### src/rtl/pong_game_ctrl.sv
// Frame-rate pong sequencer: ball/paddle motion, collisions, scoring and the idle/serve/play/over FSM.
// Build macro PONG_AI_R_EN: the right paddle tracks the ball and btn_r is ignored.
module pong_game_ctrl #(
    parameter int unsigned SCR_W        = 640,
    parameter int unsigned SCR_H        = 480,
    parameter int unsigned BALL_SZ      = 8,
    parameter int unsigned PAD_W        = 8,
    parameter int unsigned PAD_H        = 64,
    parameter int unsigned PAD_XL       = 16,
    parameter int unsigned PAD_XR       = 616,
    parameter int unsigned PAD_SPD      = 4,
    parameter int unsigned BALL_SPD     = 2,
    parameter int unsigned SERVE_FRAMES = 60,
    parameter int unsigned WIN_SCORE    = 9
) (
    input  logic        clk,
    input  logic        rst_n,
    input  logic        vsync,
    input  logic        start,
    input  logic [1:0]  btn_l,
    input  logic [1:0]  btn_r,
    output logic [10:0] ball_x,
    output logic [10:0] ball_y,
    output logic [10:0] pad_l_y,
    output logic [10:0] pad_r_y,
    output logic [3:0]  score_l,
    output logic [3:0]  score_r,
    output logic [1:0]  state
);

    localparam int unsigned PW      = 11;
    localparam int unsigned CW      = 12;
    localparam int unsigned SW      = 4;
    localparam int unsigned NW      = 6;
    localparam int unsigned BALL_X0 = (SCR_W - BALL_SZ) / 2;
    localparam int unsigned BALL_Y0 = (SCR_H - BALL_SZ) / 2;
    localparam int unsigned PAD_MAX = SCR_H - PAD_H;
    localparam int unsigned PAD_Y0  = PAD_MAX / 2;

    typedef logic signed [CW-1:0] sval_t;

    localparam sval_t S_SCR_W    = sval_t'(CW'(SCR_W));
    localparam sval_t S_SCR_H    = sval_t'(CW'(SCR_H));
    localparam sval_t S_BALL_SZ  = sval_t'(CW'(BALL_SZ));
    localparam sval_t S_PAD_W    = sval_t'(CW'(PAD_W));
    localparam sval_t S_PAD_H    = sval_t'(CW'(PAD_H));
    localparam sval_t S_PAD_XL   = sval_t'(CW'(PAD_XL));
    localparam sval_t S_PAD_XR   = sval_t'(CW'(PAD_XR));
    localparam sval_t S_BALL_SPD = sval_t'(CW'(BALL_SPD));

    typedef enum logic [1:0] {
        ST_IDLE  = 2'd0,
        ST_SERVE = 2'd1,
        ST_PLAY  = 2'd2,
        ST_OVER  = 2'd3
    } state_e;

    logic          vs_q, vs_qq, tick;
    logic          start_q1, start_q2;
    logic [1:0]    btn_l_q1, btn_l_q2, btn_r_q1, btn_r_q2;

    state_e        state_q, state_d;
    logic [NW-1:0] cnt_q, cnt_d;
    logic [PW-1:0] ball_x_q, ball_x_d, ball_y_q, ball_y_d;
    logic [PW-1:0] pad_l_q, pad_l_d, pad_r_q, pad_r_d;
    logic [SW-1:0] score_l_q, score_l_d, score_r_q, score_r_d;
    logic          dx_q, dx_d, dy_q, dy_d;

    sval_t         bx, by, pl, pr;
    logic          hit_l, hit_r, miss_l, miss_r;

    assign tick = vs_q & ~vs_qq;

    // One paddle step with saturation at the top and bottom of the screen.
    function automatic logic [PW-1:0] pad_step(input logic [PW-1:0] y, input logic up, input logic dn);
        logic [PW-1:0] r;
        r = y;
        if (up && !dn) begin
            r = (y < PW'(PAD_SPD)) ? '0 : y - PW'(PAD_SPD);
        end else if (dn && !up) begin
            r = (y > PW'(PAD_MAX - PAD_SPD)) ? PW'(PAD_MAX) : y + PW'(PAD_SPD);
        end
        return r;
    endfunction

    always_comb begin
        bx     = sval_t'({1'b0, ball_x_q});
        by     = sval_t'({1'b0, ball_y_q});
        pl     = sval_t'({1'b0, pad_l_q});
        pr     = sval_t'({1'b0, pad_r_q});
        hit_l  = !dx_q && (bx >= S_PAD_XL) && (bx <= S_PAD_XL + S_PAD_W)
                 && (by + S_BALL_SZ > pl) && (by < pl + S_PAD_H);
        hit_r  = dx_q && (bx + S_BALL_SZ >= S_PAD_XR) && (bx + S_BALL_SZ <= S_PAD_XR + S_PAD_W)
                 && (by + S_BALL_SZ > pr) && (by < pr + S_PAD_H);
        miss_l = !dx_q && (bx < S_BALL_SPD);
        miss_r = dx_q && (bx + S_BALL_SZ + S_BALL_SPD > S_SCR_W);
    end

`ifdef PONG_AI_R_EN
    localparam sval_t S_PAD_HALF  = sval_t'(CW'(PAD_H / 2));
    localparam sval_t S_BALL_HALF = sval_t'(CW'(BALL_SZ / 2));
    logic ai_up, ai_dn, unused_btn_r;
    assign ai_up        = (pr + S_PAD_HALF) > (by + S_BALL_HALF);
    assign ai_dn        = (pr + S_PAD_HALF) < (by + S_BALL_HALF);
    assign unused_btn_r = ^btn_r_q2;
`endif

    // Next-state: everything holds except in the frame-tick cycle.
    always_comb begin
        state_d   = state_q;
        cnt_d     = cnt_q;
        ball_x_d  = ball_x_q;
        ball_y_d  = ball_y_q;
        pad_l_d   = pad_l_q;
        pad_r_d   = pad_r_q;
        score_l_d = score_l_q;
        score_r_d = score_r_q;
        dx_d      = dx_q;
        dy_d      = dy_q;
        if (tick) begin
            if (state_q != ST_IDLE) begin
                pad_l_d = pad_step(pad_l_q, btn_l_q2[1], btn_l_q2[0]);
`ifdef PONG_AI_R_EN
                pad_r_d = pad_step(pad_r_q, ai_up, ai_dn);
`else
                pad_r_d = pad_step(pad_r_q, btn_r_q2[1], btn_r_q2[0]);
`endif
            end
            case (state_q)
                ST_IDLE: begin
                    if (start_q2) begin
                        state_d = ST_SERVE;
                        cnt_d   = '0;
                    end
                end
                ST_SERVE: begin
                    cnt_d = cnt_q + NW'(1);
                    if (cnt_q == NW'(SERVE_FRAMES - 1)) state_d = ST_PLAY;
                end
                ST_PLAY: begin
                    if (!dy_q && (by < S_BALL_SPD)) begin
                        ball_y_d = '0;
                        dy_d     = 1'b1;
                    end else if (dy_q && (by + S_BALL_SZ + S_BALL_SPD > S_SCR_H)) begin
                        ball_y_d = PW'(SCR_H - BALL_SZ);
                        dy_d     = 1'b0;
                    end else begin
                        ball_y_d = PW'(dy_q ? by + S_BALL_SPD : by - S_BALL_SPD);
                    end
                    if (hit_l) begin
                        ball_x_d = PW'(PAD_XL + PAD_W);
                        dx_d     = 1'b1;
                    end else if (hit_r) begin
                        ball_x_d = PW'(PAD_XR - BALL_SZ);
                        dx_d     = 1'b0;
                    end else if (miss_l || miss_r) begin
                        // Re-centre and serve toward whoever conceded.
                        ball_x_d = PW'(BALL_X0);
                        ball_y_d = PW'(BALL_Y0);
                        dx_d     = miss_r;
                        dy_d     = ~dy_q;
                        cnt_d    = '0;
                        if (miss_l) begin
                            score_r_d = score_r_q + SW'(1);
                            state_d   = (score_r_d == SW'(WIN_SCORE)) ? ST_OVER : ST_SERVE;
                        end else begin
                            score_l_d = score_l_q + SW'(1);
                            state_d   = (score_l_d == SW'(WIN_SCORE)) ? ST_OVER : ST_SERVE;
                        end
                    end else begin
                        ball_x_d = PW'(dx_q ? bx + S_BALL_SPD : bx - S_BALL_SPD);
                    end
                end
                ST_OVER: begin
                    if (start_q2) begin
                        score_l_d = '0;
                        score_r_d = '0;
                        cnt_d     = '0;
                        state_d   = ST_SERVE;
                    end
                end
                default: state_d = ST_IDLE;
            endcase
        end
    end

    always_ff @(posedge clk or negedge rst_n) begin
        if (!rst_n) begin
            vs_q      <= 1'b0;
            vs_qq     <= 1'b0;
            start_q1  <= 1'b0;
            start_q2  <= 1'b0;
            btn_l_q1  <= '0;
            btn_l_q2  <= '0;
            btn_r_q1  <= '0;
            btn_r_q2  <= '0;
            state_q   <= ST_IDLE;
            cnt_q     <= '0;
            ball_x_q  <= PW'(BALL_X0);
            ball_y_q  <= PW'(BALL_Y0);
            pad_l_q   <= PW'(PAD_Y0);
            pad_r_q   <= PW'(PAD_Y0);
            score_l_q <= '0;
            score_r_q <= '0;
            dx_q      <= 1'b1;
            dy_q      <= 1'b1;
        end else begin
            vs_q      <= vsync;
            vs_qq     <= vs_q;
            start_q1  <= start;
            start_q2  <= start_q1;
            btn_l_q1  <= btn_l;
            btn_l_q2  <= btn_l_q1;
            btn_r_q1  <= btn_r;
            btn_r_q2  <= btn_r_q1;
            state_q   <= state_d;
            cnt_q     <= cnt_d;
            ball_x_q  <= ball_x_d;
            ball_y_q  <= ball_y_d;
            pad_l_q   <= pad_l_d;
            pad_r_q   <= pad_r_d;
            score_l_q <= score_l_d;
            score_r_q <= score_r_d;
            dx_q      <= dx_d;
            dy_q      <= dy_d;
        end
    end

    assign ball_x  = ball_x_q;
    assign ball_y  = ball_y_q;
    assign pad_l_y = pad_l_q;
    assign pad_r_y = pad_r_q;
    assign score_l = score_l_q;
    assign score_r = score_r_q;
    assign state   = state_q;

endmodule

### config.mk
export PLATFORM = sky130hd
export DESIGN_NAME = pong_game_ctrl
export DESIGN_NICKNAME = d
export VERILOG_FILES = /design/src/rtl/pong_game_ctrl.sv
export SDC_FILE = /design/constraint.sdc
export NUM_CORES = 1
export LEC_CHECK = 0
export ABC_CLOCK_PERIOD_IN_PS = 5500
export CELL_PAD_IN_SITES_DETAIL_PLACEMENT = 1
export CELL_PAD_IN_SITES_GLOBAL_PLACEMENT = 1
export CORE_MARGIN = 10
export CORE_UTILIZATION = 44
export CTS_CLUSTER_DIAMETER = 40
export DETAILED_ROUTE_END_ITERATION = 16
export HOLD_SLACK_MARGIN = 0.12
export PLACE_DENSITY_LB_ADDON = 0.2
export SYNTH_ARGS = -nofsm -noshare
export SYNTH_HDL_FRONTEND = slang
export SYNTH_SLANG_ARGS = --single-unit
### constraint.sdc
create_clock -name clk -period 5.5 [get_ports clk]
set_input_delay 1.1 -clock clk [delete_from_list [all_inputs] [get_ports clk]]
set_output_delay 1.1 -clock clk [all_outputs]
set_load 0.05 [all_outputs]
==> impl_metrics.json <==
{
  "outcome": "finished, final reports clean",
  "wl_per_cell_um": 19.8,
  "io_buffer_count": 56,
  "crit_path_start": "ball_y[4]$_DFFE_PN0P_",
  "die_area_um2": 19200,
  "post_cts_buffers": 0,
  "synth-edff-count": 0,
  "numCtsBuffers": 9,
  "synth_area_leaders": "dfrtp_1 (21%), ha_1 (14%), dfstp_2 (7.6%), o21ai_0 (5.2%), nand2_1 (4.2%)",
  "detail-route-antenna-nets": 0,
  "drt_drc_violations_left": 0,
  "clk_transition_reported_paths_ps": 60,
  "ys_async_sr_fraction_pct": 100,
  "placement_rows": 43,
  "pwr-share-clk_pct": 15.2,
  "tightest_slew_ps": 969,
  "power.leakage_nw": 2.87,
  "pwr-share-seq_pct": 26.6,
  "yosys.cell_count.top_type": "nand2_1",
  "post_synth_inst_count": 764,
  "p_int_mw": 1.91,
  "timing.final.crit_share_pct": 82.4,
  "cts-root-to-sink-buffers": 2,
  "postLayoutCellArea_um2": 7100,
  "insertion_delay_ps": 340,
  "min_from": "btn_l_q1[1]$_DFF_PN0_",
  "unrepaired_setup_endpoints_after_global_routing": "false",
  "detailedRoute.firstPassIterationCount": 4,
  "maxClockFrequency_mhz": 221,
  "r2r_start": "ball_y[4]$_DFFE_PN0P_",
  "final_hold_viol_count": 0,
  "cellPowerDensity_nw_per_um2": 557,
  "period_needed_ps": 4530,
  "synth_top_cell_area_share_pct": 20.6,
  "total_power_mw": 3.96,
  "detail_route.iter0.violations": 274,
  "htreeDepth": 3,
  "critPathArrivalTime_ps": 4760,
  "maxCapViolations": 0,
  "via_per_inst": 6.08,
  "setup_viol_count_final": 0,
  "first_global_vias": 6260,
  "antenna_cells_inserted": 0,
  "grt_first_pass_wirelength_um": 32000,
  "critical_path_class": "reg2reg",
  "clock_tree.root_cell": "clkbuf_16",
  "ys_top_cells_by_count": "nand2_1 (70), ha_1 (68), o21ai_0 (65), dfrtp_1 (51), nand3_1 (47)",
  "ys.flop_type": "dfrtp_1",
  "die-width_um": 139,
  "setup_tns_ps": 0,
  "worst-path-max-fanout": 17,
  "flow.area_growth_from_synthesis_pct": 14.5,
  "worst_setup_path_start_kind": "register",
  "synthDistinctLibCells": 79,
  "final_critical_path_setup_slack_ps": 968,
  "post_synth_instance_area_um2": 6200,
  "power_switching_share_pct": 51.6,
  "synth.avg_cell_area_um2": 8.12,
  "holdBufCountCts": 0,
  "track_usage_pct": 19.7,
  "post_cts_resize_count": 0,
  "switchingPower_mw": 2.04,
  "tritoncts": "built",
  "final_layout_size_suffix_gt1_share_pct": 7.51,
  "holdCritPathClass": "reg2reg",
  "number_of_nets_in_the_layout": 870,
  "dpl.hpwl_um": 14600,
  "largest_net_degree_at_the_start_of_global_routing": 39,
  "dpl_cell_area_um2": 6800,
  "finClkSkew_ps": 7.04,
  "antenna_found_initial": 0,
  "top_level_ports": 62,
  "grt.overflow.total": 0,
  "dr_total_vias": 5955,
  "placement.setup.worst_slack_ps": 1070,
  "cts.sink_count": 69,
  "final_max_slew_viol_count": 0,
  "finalWirelength_um": 19400,
  "critical_path.endpoint_type": "register",
  "max_slew_margin_pct": 34.6,
  "power_frac_comb_pct": 58.2,
  "cp_data_required_time_ps": 5730,
  "power.ir.vdd_worst_v": 0.000301,
  "die_y_um": 139,
  "placeable_core_region_um2": 13800,
  "synth-warning-count": 0,
  "finalWeightedCongestion": 0.895,
  "initial_utilization_pct": 44.8,
  "synth_seq_cells": 69,
  "synth_top_cell_by_area": "dfrtp_1",
  "seq_total_area_yosys_pct": 28.2
}
path summary, 6_finish.rpt:
kind                            cells after the start  slack [ps]                endpoint
max in group asynchronous                           2        3620  pad_l_y[6]$_DFFE_PN1P_
worst max-delay path                               14         970  score_l[3]$_DFFE_PN0P_
worst min register to register                      0         350   btn_l_q2[1]$_DFF_PN0_
worst min-delay path                                0         350   btn_l_q2[1]$_DFF_PN0_
min in group asynchronous                           1         840    state[0]$_DFFE_PN0P_
worst max register to register                     14         970  score_l[3]$_DFFE_PN0P_
worst max-delay path, cell delays in order, from the launching register on:
cell     delay, ps
dfrtp_1        720
ha_1           300
inv_1           70
or3_1          420
and2_1         200
inv_1           90
ha_1           240
a21oi_1        200
or4bb_1        510
a31oi_1        170
or4_1          150
a21o_1         340
nand3_2        280
o31a_1         370
a221o_1        350
flip-flops by register name, indices dropped and copies added (netlist names), 2 cells and up:
name and count:
btn_l_q1 2, pad_r_y 9, btn_l_q2 2, ball_y 11
pad_l_y 9, state 2, cnt_q 6, btn_r_q1 2
score_r 4, score_l 4, ball_x 10, btn_r_q2 2
final cells by class:
class | instances | area, µm²
clock buffer | 11 | 243
clock inverter | 5 | 60.1
fill | 1686 | 6730
inverter | 46 | 173
multi-input combinational | 609 | 4070
sequential | 69 | 1750
tap | 180 | 225
timing repair buffer | 59 | 578
power by group through the flow:
stage | Sequential [mW] | Combinational [mW] | Clock (mW)
2_1_floorplan | 1.33 | 1.28 | 0
3_3_place_gp | 1.04 | 2.23 | 0
3_5_place_dp | 1.05 | 2.29 | 0
4_1_cts | 1.05 | 2.31 | 0.613
5_1_grt | 1.09 | 2.53 | 0.639
6_report | 1.05 | 2.30 | 0.600
metal layers:
layer	vias up	track usage, %	routed length (µm)
met5	-	0	0
met1	2957	24.6	8750
met4	0	5.66	367
li1	2852	-	-
met3	24	5.38	1040
met2	122	32.4	9250
cell usage in the layout, fill, tap and decap left out, types with 7 or more instances in the layout:
| cell | n |
|---|---|
| xor2_1 | 8 |
| or2_2 | 7 |
| nor2b_1 | 9 |
| ha_1 | 68 |
| nand2b_1 | 7 |
| dfstp_2 | 18 |
| nand2_1 | 70 |
| nand3_1 | 47 |
| a21oi_1 | 44 |
| nor3_1 | 26 |
| xnor2_1 | 20 |
| nor4_1 | 12 |
| a31oi_1 | 14 |
| clkbuf_16 | 9 |
| nand4_1 | 20 |
| nor2_1 | 41 |
| o211ai_1 | 9 |
| dfrtp_1 | 51 |
| inv_1 | 46 |
| o21ai_0 | 65 |
| o22ai_1 | 8 |
| clkdlybuf4s50_1 | 55 |
| a21o_1 | 10 |
| or3_1 | 14 |
through the flow:
step	instances	hold slack, ps	util, %
global placement	963	332	49.2
detailed placement	963	345	49.2
floorplan	768	331	-
global route	979	368	51.4
finish	979	354	51.4
CTS	979	359	51.4
cells by family after synthesis:
kind of cell | share of synthesized area (%)
simple gates | 24.8
compound gates | 21.7
buf+inv | 6.36
flops | 28.2
fa+ha+maj | 13.7
xor+xnor | 3.95
mux | 1.21
other cells | 0.0605
(Power assumes the default switching activity.)
